$ cat src/rtl/crossing_ctrl_pkg.sv
// Shared crossroads definitions: road status, signal aspect and controller
// state encodings, plus the phase-counter width helper. Imported by the
// controller, its interface and the road models.
package crossing_ctrl_pkg;

    typedef enum logic [1:0] {
        NO_CARS      = 2'd0,
        CAR_WAITING  = 2'd1,
        CARS_PASSING = 2'd2
    } traffic_status_t;

    typedef enum logic [1:0] {
        STOP = 2'd0,
        GO   = 2'd1,
        SLOW = 2'd2
    } traffic_signal_t;

    typedef enum logic [1:0] {
        SLOW_TO_A,
        GO_A,
        SLOW_TO_B,
        GO_B
    } ctrl_state_t;

    localparam int WAIT_W = 8;

    // Phase counter must hold values up to max(slow_cycles, max_go) - 1.
    function automatic int cnt_width(input int slow_cycles, input int max_go);
        int m;
        m = (slow_cycles > max_go) ? slow_cycles : max_go;
        return (m <= 2) ? 1 : $clog2(m);
    endfunction

endpackage

$ cat src/rtl/crossing_ctrl_if.sv
// Crossroads bus: road status in, signal aspects, wait counters and the
// collision flag out.
//   master : road side (drives status_a/status_b, observes the rest)
//   slave  : controller side (observes statuses, drives signals/waits/collision)
interface crossing_ctrl_if;
    import crossing_ctrl_pkg::*;

    logic [1:0]        status_a;
    logic [1:0]        status_b;
    logic [1:0]        signal_a;
    logic [1:0]        signal_b;
    logic [WAIT_W-1:0] wait_a;
    logic [WAIT_W-1:0] wait_b;
    logic              collision;

    modport master (
        output status_a, status_b,
        input  signal_a, signal_b, wait_a, wait_b, collision
    );

    modport slave (
        input  status_a, status_b,
        output signal_a, signal_b, wait_a, wait_b, collision
    );

endinterface

$ cat src/rtl/crossing_ctrl_wait_counter.sv
// wait_counter: 8-bit saturating up-counter with clear and enable.
//   clk, rst_n : clock, asynchronous active-low reset
//   clr        : clear; forces count to 0 in the same cycle and resets the
//                register at the next edge
//   en         : count one more cycle (saturates at 255)
//   count      : current count
module wait_counter
    import crossing_ctrl_pkg::*;
(
    input  logic              clk,
    input  logic              rst_n,
    input  logic              clr,
    input  logic              en,
    output logic [WAIT_W-1:0] count
);

    logic [WAIT_W-1:0] cnt_q;

    always_ff @(posedge clk or negedge rst_n) begin
        if (!rst_n) begin
            cnt_q <= '0;
        end else if (clr) begin
            cnt_q <= '0;
        end else if (en && (cnt_q != '1)) begin
            cnt_q <= cnt_q + 1'b1;
        end
    end

    // A road holding go has waited zero cycles, including its first go cycle.
    assign count = clr ? '0 : cnt_q;

endmodule

$ cat src/rtl/crossing_ctrl.sv
// crossing_ctrl: two-road crossing controller (Moore FSM).
//   clk, rst_n : clock, asynchronous active-low reset
//   bus        : crossing_ctrl_if.slave
//                status_a/b in; signal_a/b, wait_a/b, collision out
// Handover always passes through SLOW_CYCLES of slow/slow. A road on go can
// be preempted by a waiting opposite road after MIN_GO cycles if it has no
// cars passing, or unconditionally after MAX_GO cycles.
module crossing_ctrl
    import crossing_ctrl_pkg::*;
#(
    parameter int SLOW_CYCLES = 2,
    parameter int MIN_GO      = 2,
    parameter int MAX_GO      = 8
) (
    input  logic           clk,
    input  logic           rst_n,
    crossing_ctrl_if.slave bus
);

    localparam int CNT_W = cnt_width(SLOW_CYCLES, MAX_GO);
    localparam logic [CNT_W-1:0] SLOW_LAST = CNT_W'(SLOW_CYCLES - 1);
    localparam logic [CNT_W-1:0] MIN_LAST  = CNT_W'(MIN_GO - 1);
    localparam logic [CNT_W-1:0] MAX_LAST  = CNT_W'(MAX_GO - 1);

    ctrl_state_t      state_q, state_d;
    logic [CNT_W-1:0] cnt_q, cnt_d;
    logic [1:0]       sig_a, sig_b;
    logic             hand_to_b, hand_to_a;
    logic             collision_q;
    logic [WAIT_W-1:0] wait_a_cnt, wait_b_cnt;

    assign hand_to_b = (bus.status_b == CAR_WAITING) && (cnt_q >= MIN_LAST) &&
                       ((bus.status_a != CARS_PASSING) || (cnt_q == MAX_LAST));
    assign hand_to_a = (bus.status_a == CAR_WAITING) && (cnt_q >= MIN_LAST) &&
                       ((bus.status_b != CARS_PASSING) || (cnt_q == MAX_LAST));

    always_ff @(posedge clk or negedge rst_n) begin
        if (!rst_n) begin
            state_q <= SLOW_TO_A;
            cnt_q   <= '0;
        end else begin
            state_q <= state_d;
            cnt_q   <= cnt_d;
        end
    end

    always_comb begin
        state_d = state_q;
        cnt_d   = cnt_q;
        sig_a   = SLOW;
        sig_b   = SLOW;
        unique case (state_q)
            SLOW_TO_A: begin
                if (cnt_q == SLOW_LAST) begin
                    state_d = GO_A;
                    cnt_d   = '0;
                end else begin
                    cnt_d = cnt_q + 1'b1;
                end
            end
            GO_A: begin
                sig_a = GO;
                sig_b = STOP;
                if (hand_to_b) begin
                    state_d = SLOW_TO_B;
                    cnt_d   = '0;
                end else if (cnt_q != MAX_LAST) begin
                    cnt_d = cnt_q + 1'b1;
                end
            end
            SLOW_TO_B: begin
                if (cnt_q == SLOW_LAST) begin
                    state_d = GO_B;
                    cnt_d   = '0;
                end else begin
                    cnt_d = cnt_q + 1'b1;
                end
            end
            GO_B: begin
                sig_a = STOP;
                sig_b = GO;
                if (hand_to_a) begin
                    state_d = SLOW_TO_A;
                    cnt_d   = '0;
                end else if (cnt_q != MAX_LAST) begin
                    cnt_d = cnt_q + 1'b1;
                end
            end
            default: begin
                state_d = SLOW_TO_A;
                cnt_d   = '0;
            end
        endcase
    end

    always_ff @(posedge clk or negedge rst_n) begin
        if (!rst_n) begin
            collision_q <= 1'b0;
        end else if ((bus.status_a == CARS_PASSING) && (bus.status_b == CARS_PASSING)) begin
            collision_q <= 1'b1;
        end
    end

    wait_counter u_wait_a (
        .clk   (clk),
        .rst_n (rst_n),
        .clr   (state_q == GO_A),
        .en    (bus.status_a == CAR_WAITING),
        .count (wait_a_cnt)
    );

    wait_counter u_wait_b (
        .clk   (clk),
        .rst_n (rst_n),
        .clr   (state_q == GO_B),
        .en    (bus.status_b == CAR_WAITING),
        .count (wait_b_cnt)
    );

    assign bus.signal_a  = sig_a;
    assign bus.signal_b  = sig_b;
    assign bus.wait_a    = wait_a_cnt;
    assign bus.wait_b    = wait_b_cnt;
    assign bus.collision = collision_q;

endmodule

$ cat src/flat_wrapper.sv
// flat-port wrapper written by rule: the top's interface ports become plain ports
module crossing_ctrl_flat import crossing_ctrl_pkg::*;
#(
    parameter int SLOW_CYCLES = 2,
    parameter int MIN_GO      = 2,
    parameter int MAX_GO      = 8
)
  (clk, rst_n, bus_status_a, bus_status_b, bus_signal_a, bus_signal_b, bus_wait_a, bus_wait_b, bus_collision);
  crossing_ctrl_if bus_i ();
  input  logic clk;
  input  logic rst_n;
  input wire logic [$bits(bus_i.status_a)-1:0] bus_status_a;
  input wire logic [$bits(bus_i.status_b)-1:0] bus_status_b;
  output wire logic [$bits(bus_i.signal_a)-1:0] bus_signal_a;
  output wire logic [$bits(bus_i.signal_b)-1:0] bus_signal_b;
  output wire logic [$bits(bus_i.wait_a)-1:0] bus_wait_a;
  output wire logic [$bits(bus_i.wait_b)-1:0] bus_wait_b;
  output wire logic [$bits(bus_i.collision)-1:0] bus_collision;
  assign bus_i.status_a = bus_status_a;
  assign bus_i.status_b = bus_status_b;
  assign bus_signal_a = bus_i.signal_a;
  assign bus_signal_b = bus_i.signal_b;
  assign bus_wait_a = bus_i.wait_a;
  assign bus_wait_b = bus_i.wait_b;
  assign bus_collision = bus_i.collision;
  crossing_ctrl #(.SLOW_CYCLES(SLOW_CYCLES), .MIN_GO(MIN_GO), .MAX_GO(MAX_GO)) u_core (.clk(clk), .rst_n(rst_n), .bus(bus_i));
endmodule
$ cat config.mk
export PLATFORM = sky130hd
export DESIGN_NAME = crossing_ctrl_flat
export DESIGN_NICKNAME = d
export VERILOG_FILES = /design/src/rtl/crossing_ctrl_pkg.sv /design/src/rtl/crossing_ctrl_if.sv /design/src/rtl/crossing_ctrl_wait_counter.sv /design/src/rtl/crossing_ctrl.sv /design/src/flat_wrapper.sv
export SDC_FILE = /design/constraint.sdc
export NUM_CORES = 1
export LEC_CHECK = 0
export CAP_MARGIN = 20
export CORE_ASPECT_RATIO = 0.75
export CORE_MARGIN = 2
export CORE_UTILIZATION = 56
export CTS_CLUSTER_SIZE = 25
export DETAILED_ROUTE_END_ITERATION = 10
export PLACE_DENSITY = 0.95
export SLEW_MARGIN = 5
export SYNTH_ARGS = -nofsm -noshare
export SYNTH_HDL_FRONTEND = slang
export SYNTH_SLANG_ARGS = --single-unit
$ cat constraint.sdc
create_clock -name clk -period 4.8 [get_ports clk]
set_input_delay 0.96 -clock clk [delete_from_list [all_inputs] [get_ports clk]]
set_output_delay 0.96 -clock clk [all_outputs]
set_load 0.01 [all_outputs]
==> qor.csv, run 1 <==
metric,value,unit
result of the run,finished clean,
Min-Delay Endpoint,u_core.bus.collision$_DFFE_PN0P_,
instance count of the mapped netlist,160,
max_slew headroom,42.6,%
Antenna Violating Nets Remaining,0,
syn nets,176,
Met2 Wirelength,1770,um
Avg Vias per Cell,5.95,
"Setup violations, final",0,
overflow left after global routing,0,
total cell area at the placement stage,1820,sq um
maximum number of pins on one net before global-route repair,27,
Cells on Worst Hold Path,1,
clk_lat worst skew,260,ps
clock transition at the register clock pins on the worst setup and hold paths after CTS,70,ps
layout-stage area growth over the synthesis result,22.8,%
height of the die,49.4,um
std cell rows,16,
kind of start point of the critical path,flip-flop,
fraction of synthesized cell area taken by the top area cell type,35.7,%
final hold slack,468,ps
drt drc,0,
ranking of synthesized cells by area,"dfrtp_1 (36%), ha_1 (8.1%), nor2b_1 (7.7%)",
origin of the critical flop-to-flop path,u_core.state_q[1]$_DFFE_PN0P_,
DR vias,1321,
post-synthesis cell area,1540,sq um
TritonCTS buffer count,3,
kind of capture point of the worst setup path,primary output,
total wirelength of the detailed-routed design,3450,um
Pleak,0.796,nW
CTS hold repair buffers,0,
width of the die,64.6,um
cell total after placement,217,
reported max-cap violation count,0,
Antenna diodes,0,
met3 WL post-DR,182,um
global placement routability congestion,0.882,
"area leader, netlist",dfrtp_1,
fmax,0.317,GHz
WP data arrival,2200,ps
leading cell types by count after synthesis,"dfrtp_1 (22), nor2b_1 (19), nor2_1 (15)",
number of buffers between clock root and the deepest sink,2,
count of pins on the block boundary,27,
worst hold start,u_core.bus.collision$_DFFE_PN0P_,
TritonCTS clock tree,done,
Setup WS pre-CTS,1930,ps
number of gates resized after CTS,0,
class of the most critical setup path,reg2out,
root buf cell,clkbuf_8,
quantity of I/O buffers inserted on ports,26,
setup slack of the worst register-to-register path,2710,ps
CP Max Fanout,26,
#FFs+latches synth,22,
wire length of the first global-routing pass,5870,um
Total Negative Setup Slacks,0,ps
sequential cell area fraction in the yosys report,35.7,%
number of nets at the end of the flow,203,
via count of the first global-routing pass,1256,
Worst EP required,3840,ps
overall routing resource usage,24.2,%
half-perimeter wire length of the detailed placement result,2530,um
Die ar.,3190,sq um
reg-to-reg critical path endpoint,u_core.cnt_q[1]$_DFF_PN0_,
drt first-iter violations,34,
VDD IR max,306,uV
syn avg cell area,9.63,sq um
worst reg-to-reg path cell count,6,
Synth cell types,49,
number of enable-type register cells in the synthesized netlist,0,
dominant synthesized flop cell,dfrtp_1,
initial antenna violation count,0,
Highest Signal Layer,met4,
time the worst path needs with I/O delays and setup,3160,ps
max-slew violation count,0,
maximum clock skew at final layout,2.67,ps
share of layout cells above drive strength 1,10.8,%
"FFs w/ async S/R, synth",100,%
most frequently used cell type in the post-synthesis netlist,dfrtp_1,
post-layout instance count excluding filler cells,222,
Ys Warns,0,
Hold Crit Class,reg2reg,
hold violation count in the final report,0,
setup ws final,1640,ps
final standard cell area without fillers,1890,sq um
detailed-routing iteration count for the pre-antenna-repair pass,4,
Setup Buffers After CTS,0,
met1 wire length,1450,um
CTS H-tree lvls,1,
transition time of the tightest slew-check pin,861,ps
Core Area,2620,sq um
post-detailed-route wirelength per cell,15.5,um
total clock sinks,22,
starting density of the core,58.8,%
share of the clock period used by the worst path after layout,65.8,%
unrepaired setup endpoints after global routing,false,
P per Cell Area,461,nW/um^2
## report_power, final
part | switching (mW) | internal [mW] | total (mW)
registers | 0.0556 | 0.228 | 0.284
clock network | 0.0576 | 0.0732 | 0.131
logic | 0.241 | 0.218 | 0.459
total | 0.354 | 0.519 | 0.873
## sequential cells by signal (all words and copies together) (netlist names)
name and cells:
u_core.bus.collision 1, u_core.state_q 2, u_core.u_wait_b.cnt_q 8, u_core.cnt_q 3, u_core.u_wait_a.cnt_q 8
## worst max-delay path, stage by stage (launching register included)
cell and delay (ps):
dfrtp_1 420, inv_1 100, ha_1 730, clkdlybuf4s50_1 680
## area by class of cell
cell class / instances / area [sq um]
Clock buffer: 4 / 55.1
Fill cell: 180 / 729
Inverter: 7 / 26.3
Multi-Input combinational cell: 126 / 941
Sequential cell: 22 / 551
Tap cell: 36 / 45.0
Timing Repair Buffer: 27 / 275
## how the worst max path moves through the flow
stage	slack (ps)	start	cells past startpoint	to
after floorplan	2290	u_core.state_q[1]$_DFFE_PN0P_	6	bus_signal_b[1]
after CTS	1630	u_core.state_q[1]$_DFFE_PN0P_	3	bus_signal_a[0]
final	1640	u_core.state_q[1]$_DFFE_PN0P_	3	bus_signal_a[0]
after global placement	2020	u_core.state_q[1]$_DFFE_PN0P_	3	bus_signal_a[0]
after global routing	1480	u_core.state_q[1]$_DFFE_PN0P_	4	bus_signal_a[1]
after detailed placement	1930	u_core.state_q[1]$_DFFE_PN0P_	3	bus_signal_a[0]
## layer usage
layer / track usage, % / up-vias
li1: - / 624
met1: 28.6 / 626
met2: 43.9 / 60
met3: 5.31 / 11
met4: 7.09 / 0
met5: 0 / -
## per-stage QoR
step / power (mW) / utilization, %
floorplan: 0.596 / -
global placement: 0.708 / 69.5
detailed placement: 0.743 / 69.5
CTS: 0.879 / 71.6
global route: 0.945 / 72.2
finish: 0.873 / 72.2
## cells in the final DEF (no fill, tap or decap), drive strengths merged
master / Yosys / layout
mux2i: 6 / 6
and2: 1 / 1
o221ai: 1 / 1
nand2: 5 / 5
inv: 7 / 7
mux2: 2 / 2
and2b: 2 / 2
o311a: 2 / 2
nor4: 2 / 2
nor3b: 1 / 1
o21a: 2 / 2
nand2b: 3 / 3
o2111ai: 1 / 1
a311oi: 1 / 1
xor2: 2 / 2
buf: 2 / 1
nand3: 6 / 6
o21ai: 8 / 8
nand4: 3 / 3
o31ai: 2 / 2
a21oi: 8 / 8
a21o: 2 / 2
or4: 1 / 1
dfrtp: 22 / 22
o22ai: 1 / 1
o2bb2ai: 1 / 1
clkdlybuf4s50: 0 / 26
xnor2: 2 / 2
nor3: 7 / 7
clkbuf: 3 / 4
a31oi: 1 / 1
or3: 2 / 2
and3: 2 / 2
o211a: 1 / 1
ha: 10 / 10
nor2: 15 / 15
and4: 3 / 3
a211oi: 1 / 1
nor2b: 19 / 19
## cells by family (layout without fill, tap and decap cells)
group	count (synthesis)	count (layout)	share of synthesized area, %
multiplexers	8	8	5.84
buffers and inverters	12	38	3.25
flip-flops	22	22	35.7
AO/OA/AOI/OAI	32	32	15.8
adder cells (fa/ha/maj)	10	10	8.12
AND/OR/NAND/NOR	72	72	29.0
XOR/XNOR	4	4	2.27
Power figures use the tool's default switching activity.
==> run 2: changes to the inputs <==
--- a/config.mk
+++ b/config.mk
@@ -8,10 +8,10 @@
 export CAP_MARGIN = 20
 export CORE_ASPECT_RATIO = 0.75
 export CORE_MARGIN = 2
-export CORE_UTILIZATION = 56
+export CORE_UTILIZATION = 52
 export CTS_CLUSTER_SIZE = 25
 export DETAILED_ROUTE_END_ITERATION = 10
-export PLACE_DENSITY = 0.95
+export PLACE_DENSITY = 0.9
 export SLEW_MARGIN = 5
 export SYNTH_ARGS = -nofsm -noshare
 export SYNTH_HDL_FRONTEND = slang
==> constraint.sdc (replaced) <==
create_clock -name clk -period 3.2 [get_ports clk]
set_input_delay 0.64 -clock clk [delete_from_list [all_inputs] [get_ports clk]]
set_output_delay 0.64 -clock clk [all_outputs]
set_load 0.01 [all_outputs]
==> qor.csv, run 2 (synthesis gave the netlist of run 1 again) <==
metric,value,unit
clock transition at the register clock pins on the worst setup and hold paths after CTS,80,ps
drt drc,0,
TritonCTS clock tree,done,
kind of start point of the critical path,flip-flop,
maximum number of pins on one net before global-route repair,24,
most used cells in the layout excluding fill and tap cells,"clkdlybuf4s50_1 (26), dfrtp_1 (22), nor2b_1 (19), nor2_1 (15), ha_1 (10)",
detailed-routing iteration count for the pre-antenna-repair pass,4,
result of the run,finished clean,
DR vias,1257,
overflow left after global routing,0,
root buf cell,clkbuf_8,
clk_lat worst skew,260,ps
quantity of I/O buffers inserted on ports,26,
Setup Buffers After CTS,0,
via count of the first global-routing pass,1274,
CP Max Fanout,23,
number of nets at the end of the flow,204,
height of the die,51.2,um
wire length of the first global-routing pass,5620,um
overall routing resource usage,21.4,%
total wirelength of the detailed-routed design,3220,um
multi-input gate area in the final layout,941,sq um
met1 wire length,1440,um
half-perimeter wire length of the detailed placement result,2430,um
P per Cell Area,694,nW/um^2
share of layout cells above drive strength 1,11.2,%
kind of capture point of the worst setup path,primary output,
max-slew violation count,0,
Antenna Violating Nets Remaining,0,
number of gates resized after CTS,0,
largest registers,"u_core.u_wait_a.cnt_q x8, u_core.u_wait_b.cnt_q x8, u_core.cnt_q x3",
met3 WL post-DR,160,um
std cell rows,17,
Core Area,2890,sq um
fmax,0.373,GHz
starting density of the core,53.3,%
Worst EP required,2560,ps
"Setup violations, final",0,
share of the clock period used by the worst path after layout,83.7,%
transition time of the tightest slew-check pin,768,ps
number of inserted filler cells in the final layout,230,
Pleak,0.799,nW
layout-stage area growth over the synthesis result,23.0,%
WP data arrival,2040,ps
CTS hold repair buffers,0,
class of the most critical setup path,reg2out,
CTS H-tree lvls,1,
max_slew headroom,48.8,%
Antenna diodes,0,
final core area utilization,65.5,%
Die ar.,3420,sq um
Avg Vias per Cell,5.59,
Met2 Wirelength,1610,um
global placement routability congestion,0.861,
sequential standard cell area,551,sq um
width of the die,66.9,um
reported max-cap violation count,0,
Hold Crit Class,reg2reg,
most common library cell in the layout ignoring fill and taps,clkdlybuf4s50_1,
VDD IR max,466,uV
hold violation count in the final report,0,
number of buffers between clock root and the deepest sink,2,
post-detailed-route wirelength per cell,14.3,um
TritonCTS buffer count,3,
maximum clock skew at final layout,3.72,ps
drt first-iter violations,83,
total clock sinks,22,
Total Negative Setup Slacks,0,ps
initial antenna violation count,0,
time the worst path needs with I/O delays and setup,2680,ps
unrepaired setup endpoints after global routing,false,
Highest Signal Layer,met4,
count of pins on the block boundary,27,
run 2: worst paths after layout:
path,start,end,slack (ps),cells after the start
max in group asynchronous,rst_n,u_core.u_wait_b.cnt_q[6]$_DFFE_PN0P_,2250,2
min,u_core.bus.collision$_DFFE_PN0P_,u_core.bus.collision$_DFFE_PN0P_,500,1
min in group asynchronous,rst_n,u_core.state_q[0]$_DFFE_PN0P_,720,2
max reg2reg,u_core.state_q[1]$_DFFE_PN0P_,u_core.state_q[1]$_DFFE_PN0P_,1090,6
min reg2reg,u_core.bus.collision$_DFFE_PN0P_,u_core.bus.collision$_DFFE_PN0P_,500,1
max,u_core.state_q[1]$_DFFE_PN0P_,bus_signal_b[1],520,3
run 2: cell type report:
cell class / count / share of cell area (%)
inverter: 7 / 1.39
timing repair buffer: 28 / 14.5
clock buffer: 4 / 2.90
multi-input combinational: 126 / 49.6
tap: 38 / 2.51
sequential: 22 / 29.0
run 2: report_power, final:
part / leakage, nW / switching, mW / internal, mW / total, mW
Combinational: 0.480 / 0.359 / 0.334 / 0.693
Sequential: 0.290 / 0.0819 / 0.342 / 0.424
Clock: 0.0288 / 0.0892 / 0.110 / 0.199
run 2: per-layer routing:
layer  global-route usage [%]  vias up
met2                     38.5       29
met1                     25.9      600
met4                     3.40        0
met5                        0        -
met3                     6.17        4
li1                         -      624
run 2: metrics by stage:
| stage | total power, mW | hold WS, ps | setup slack [ps] | instance area, sq um | cells |
|---|---|---|---|---|---|
| 6_report | 1.32 | 496 | 521 | 1900 | 225 |
| 5_1_grt | 1.42 | 535 | 377 | 1900 | 225 |
| 4_1_cts | 1.32 | 508 | 524 | 1900 | 225 |
| 3_5_place_dp | 1.12 | 489 | 817 | 1840 | 221 |
| 3_3_place_gp | 1.08 | 457 | 883 | 1840 | 221 |
| 2_1_floorplan | 0.894 | 344 | 1010 | 1540 | 160 |
run 2: worst max-delay path, stage by stage, from the launching register on:
cell and delay, ps:
dfrtp_1 410, ha_1 680, nor2_1 160, clkdlybuf4s50_1 530
==> run 3: changes to the inputs <==
--- a/config.mk
+++ b/config.mk
@@ -8,10 +8,10 @@
 export CAP_MARGIN = 20
 export CORE_ASPECT_RATIO = 0.75
 export CORE_MARGIN = 2
-export CORE_UTILIZATION = 52
+export CORE_UTILIZATION = 47
 export CTS_CLUSTER_SIZE = 25
 export DETAILED_ROUTE_END_ITERATION = 10
-export PLACE_DENSITY = 0.9
+export PLACE_DENSITY = 0.86
 export SLEW_MARGIN = 5
 export SYNTH_ARGS = -nofsm -noshare
 export SYNTH_HDL_FRONTEND = slang
==> constraint.sdc (replaced) <==
create_clock -name clk -period 2.18 [get_ports clk]
set_input_delay 0.436 -clock clk [delete_from_list [all_inputs] [get_ports clk]]
set_output_delay 0.436 -clock clk [all_outputs]
set_load 0.01 [all_outputs]
==> qor.csv, run 3 (synthesis gave the netlist of run 1 again) <==
metric,value,unit
result of the run,finished clean,
Hold Crit Class,reg2reg,
clock network fraction of design power,19.1,%
switching part of the total power,39.1,%
Worst EP required,1740,ps
share of the clock period used by the worst path after layout,95.1,%
clk_lat worst skew,280,ps
Power Internal,1.25,mW
post-layout instance count excluding filler cells,229,
TritonCTS buffer count,3,
final hold slack,480,ps
total wirelength of the detailed-routed design,3600,um
number of nets at the end of the flow,208,
share of layout cells above drive strength 1,13.6,%
largest registers,"u_core.u_wait_a.cnt_q x8, u_core.u_wait_b.cnt_q x8, u_core.cnt_q x3",
"Setup violations, final",0,
initial antenna violation count,0,
unrepaired setup endpoints after global routing,false,
most used cells in the layout excluding fill and tap cells,"dfrtp_1 (22), nor2b_1 (19), dlygate4sd2_1 (17), nor2_1 (15), ha_1 (9)",
maximum number of pins on one net before global-route repair,24,
WP data arrival,1640,ps
maximum clock skew at final layout,5.49,ps
kind of capture point of the worst setup path,primary output,
P per Cell Area,1060,nW/um^2
detailed-routing iteration count for the pre-antenna-repair pass,4,
Cells on Worst Hold Path,1,
VDD IR max,607,uV
number of buffers between clock root and the deepest sink,2,
global placement routability congestion,0.814,
total cell area at the placement stage,1880,sq um
most common library cell in the layout ignoring fill and taps,dfrtp_1,
worst reg-to-reg path cell count,6,
Avg Vias per Cell,5.77,
clock transition at the register clock pins on the worst setup and hold paths after CTS,80,ps
Die ar.,3760,sq um
overall routing resource usage,22.0,%
reported max-cap violation count,0,
Total Negative Setup Slacks,0,ps
post-detailed-route wirelength per cell,15.7,um
overflow left after global routing,0,
count of pins on the block boundary,27,
kind of start point of the critical path,flip-flop,
CTS H-tree lvls,1,
CTS hold repair buffers,0,
hold violation count in the final report,0,
transition time of the tightest slew-check pin,457,ps
final standard cell area without fillers,1950,sq um
layout-stage area growth over the synthesis result,26.5,%
Combinational Power Share,50.6,%
root buf cell,clkbuf_8,
std cell rows,17,
quantity of I/O buffers inserted on ports,26,
DR vias,1322,
TritonCTS clock tree,done,
cell total after placement,224,
time the worst path needs with I/O delays and setup,2070,ps
drt drc,0,
total power after layout,2.06,mW
fmax,0.482,GHz
starting density of the core,50.7,%
Psw,807,uW
total clock sinks,22,
power share of the sequential group,30.3,%
setup ws final,107,ps
drt first-iter violations,85,
final core area utilization,64.1,%
class of the most critical setup path,reg2out,
Setup WS pre-CTS,109,ps
wire length of the first global-routing pass,6220,um
Antenna Violating Nets Remaining,0,
half-perimeter wire length of the detailed placement result,2590,um
width of the die,70.1,um
Pleak,0.931,nW
max_slew headroom,69.5,%
Antenna diodes,0,
Core Area,3040,sq um
CP Max Fanout,23,
height of the die,53.6,um
via count of the first global-routing pass,1302,
max-slew violation count,0,
run 3: cell count changes in the layout (fill, tap and decap cells not counted), moves of 2 or more:
cell	change
clkdlybuf4s50_1	-19
dlygate4sd2_1	+17
buf_4	+3
dlymetal6s2s_1	+2
run 3: final cells by class:
type	count	area [sq um]
Timing Repair Buffer	32	302
Fill cell	252	1090
Multi-Input combinational cell	126	953
Clock inverter	1	30.0
Clock buffer	3	41.3
Inverter	7	26.3
Sequential cell	22	551
Tap cell	38	47.5
run 3: repair_timing:
action	4_1_cts	5_1_grt
setup endpoints to repair	19	2
setup buffers	0	1
hold endpoints to repair	0	0
gates resized for setup	19	2
run 3: per-layer routing:
metal	track usage (%)	vias to the layer above	share of wire, %
met5	0	-	0
met4	11.9	0	2.2
met3	5.62	11	5.1
met2	39.4	37	51
met1	24.9	639	42
li1	-	635	-
run 3: power by group through the flow:
stage | sequential (mW) | combinational, mW | clock, mW
after global routing | 0.645 | 1.16 | 0.421
after global placement | 0.620 | 1.03 | 0
final | 0.624 | 1.04 | 0.394
after CTS | 0.625 | 1.05 | 0.401
after detailed placement | 0.627 | 1.08 | 0
after floorplan | 0.602 | 0.711 | 0
run 3: worst paths after layout:
path,from,end,slack (ps)
worst max-delay path,u_core.state_q[0]$_DFFE_PN0P_,bus_signal_b[0],110
worst min-delay path,u_core.bus.collision$_DFFE_PN0P_,u_core.bus.collision$_DFFE_PN0P_,480
worst max register to register,u_core.cnt_q[1]$_DFF_PN0_,u_core.state_q[1]$_DFFE_PN0P_,300
worst min register to register,u_core.bus.collision$_DFFE_PN0P_,u_core.bus.collision$_DFFE_PN0P_,480
max in group asynchronous,rst_n,u_core.cnt_q[0]$_DFF_PN0_,1440
min in group asynchronous,rst_n,u_core.u_wait_a.cnt_q[3]$_DFFE_PN0P_,500
run 3: critical path: stages, from the launching register on:
cell and delay (ps):
dfrtp_1 420, ha_1 230, buf_12 170, clkdlybuf4s50_1 540
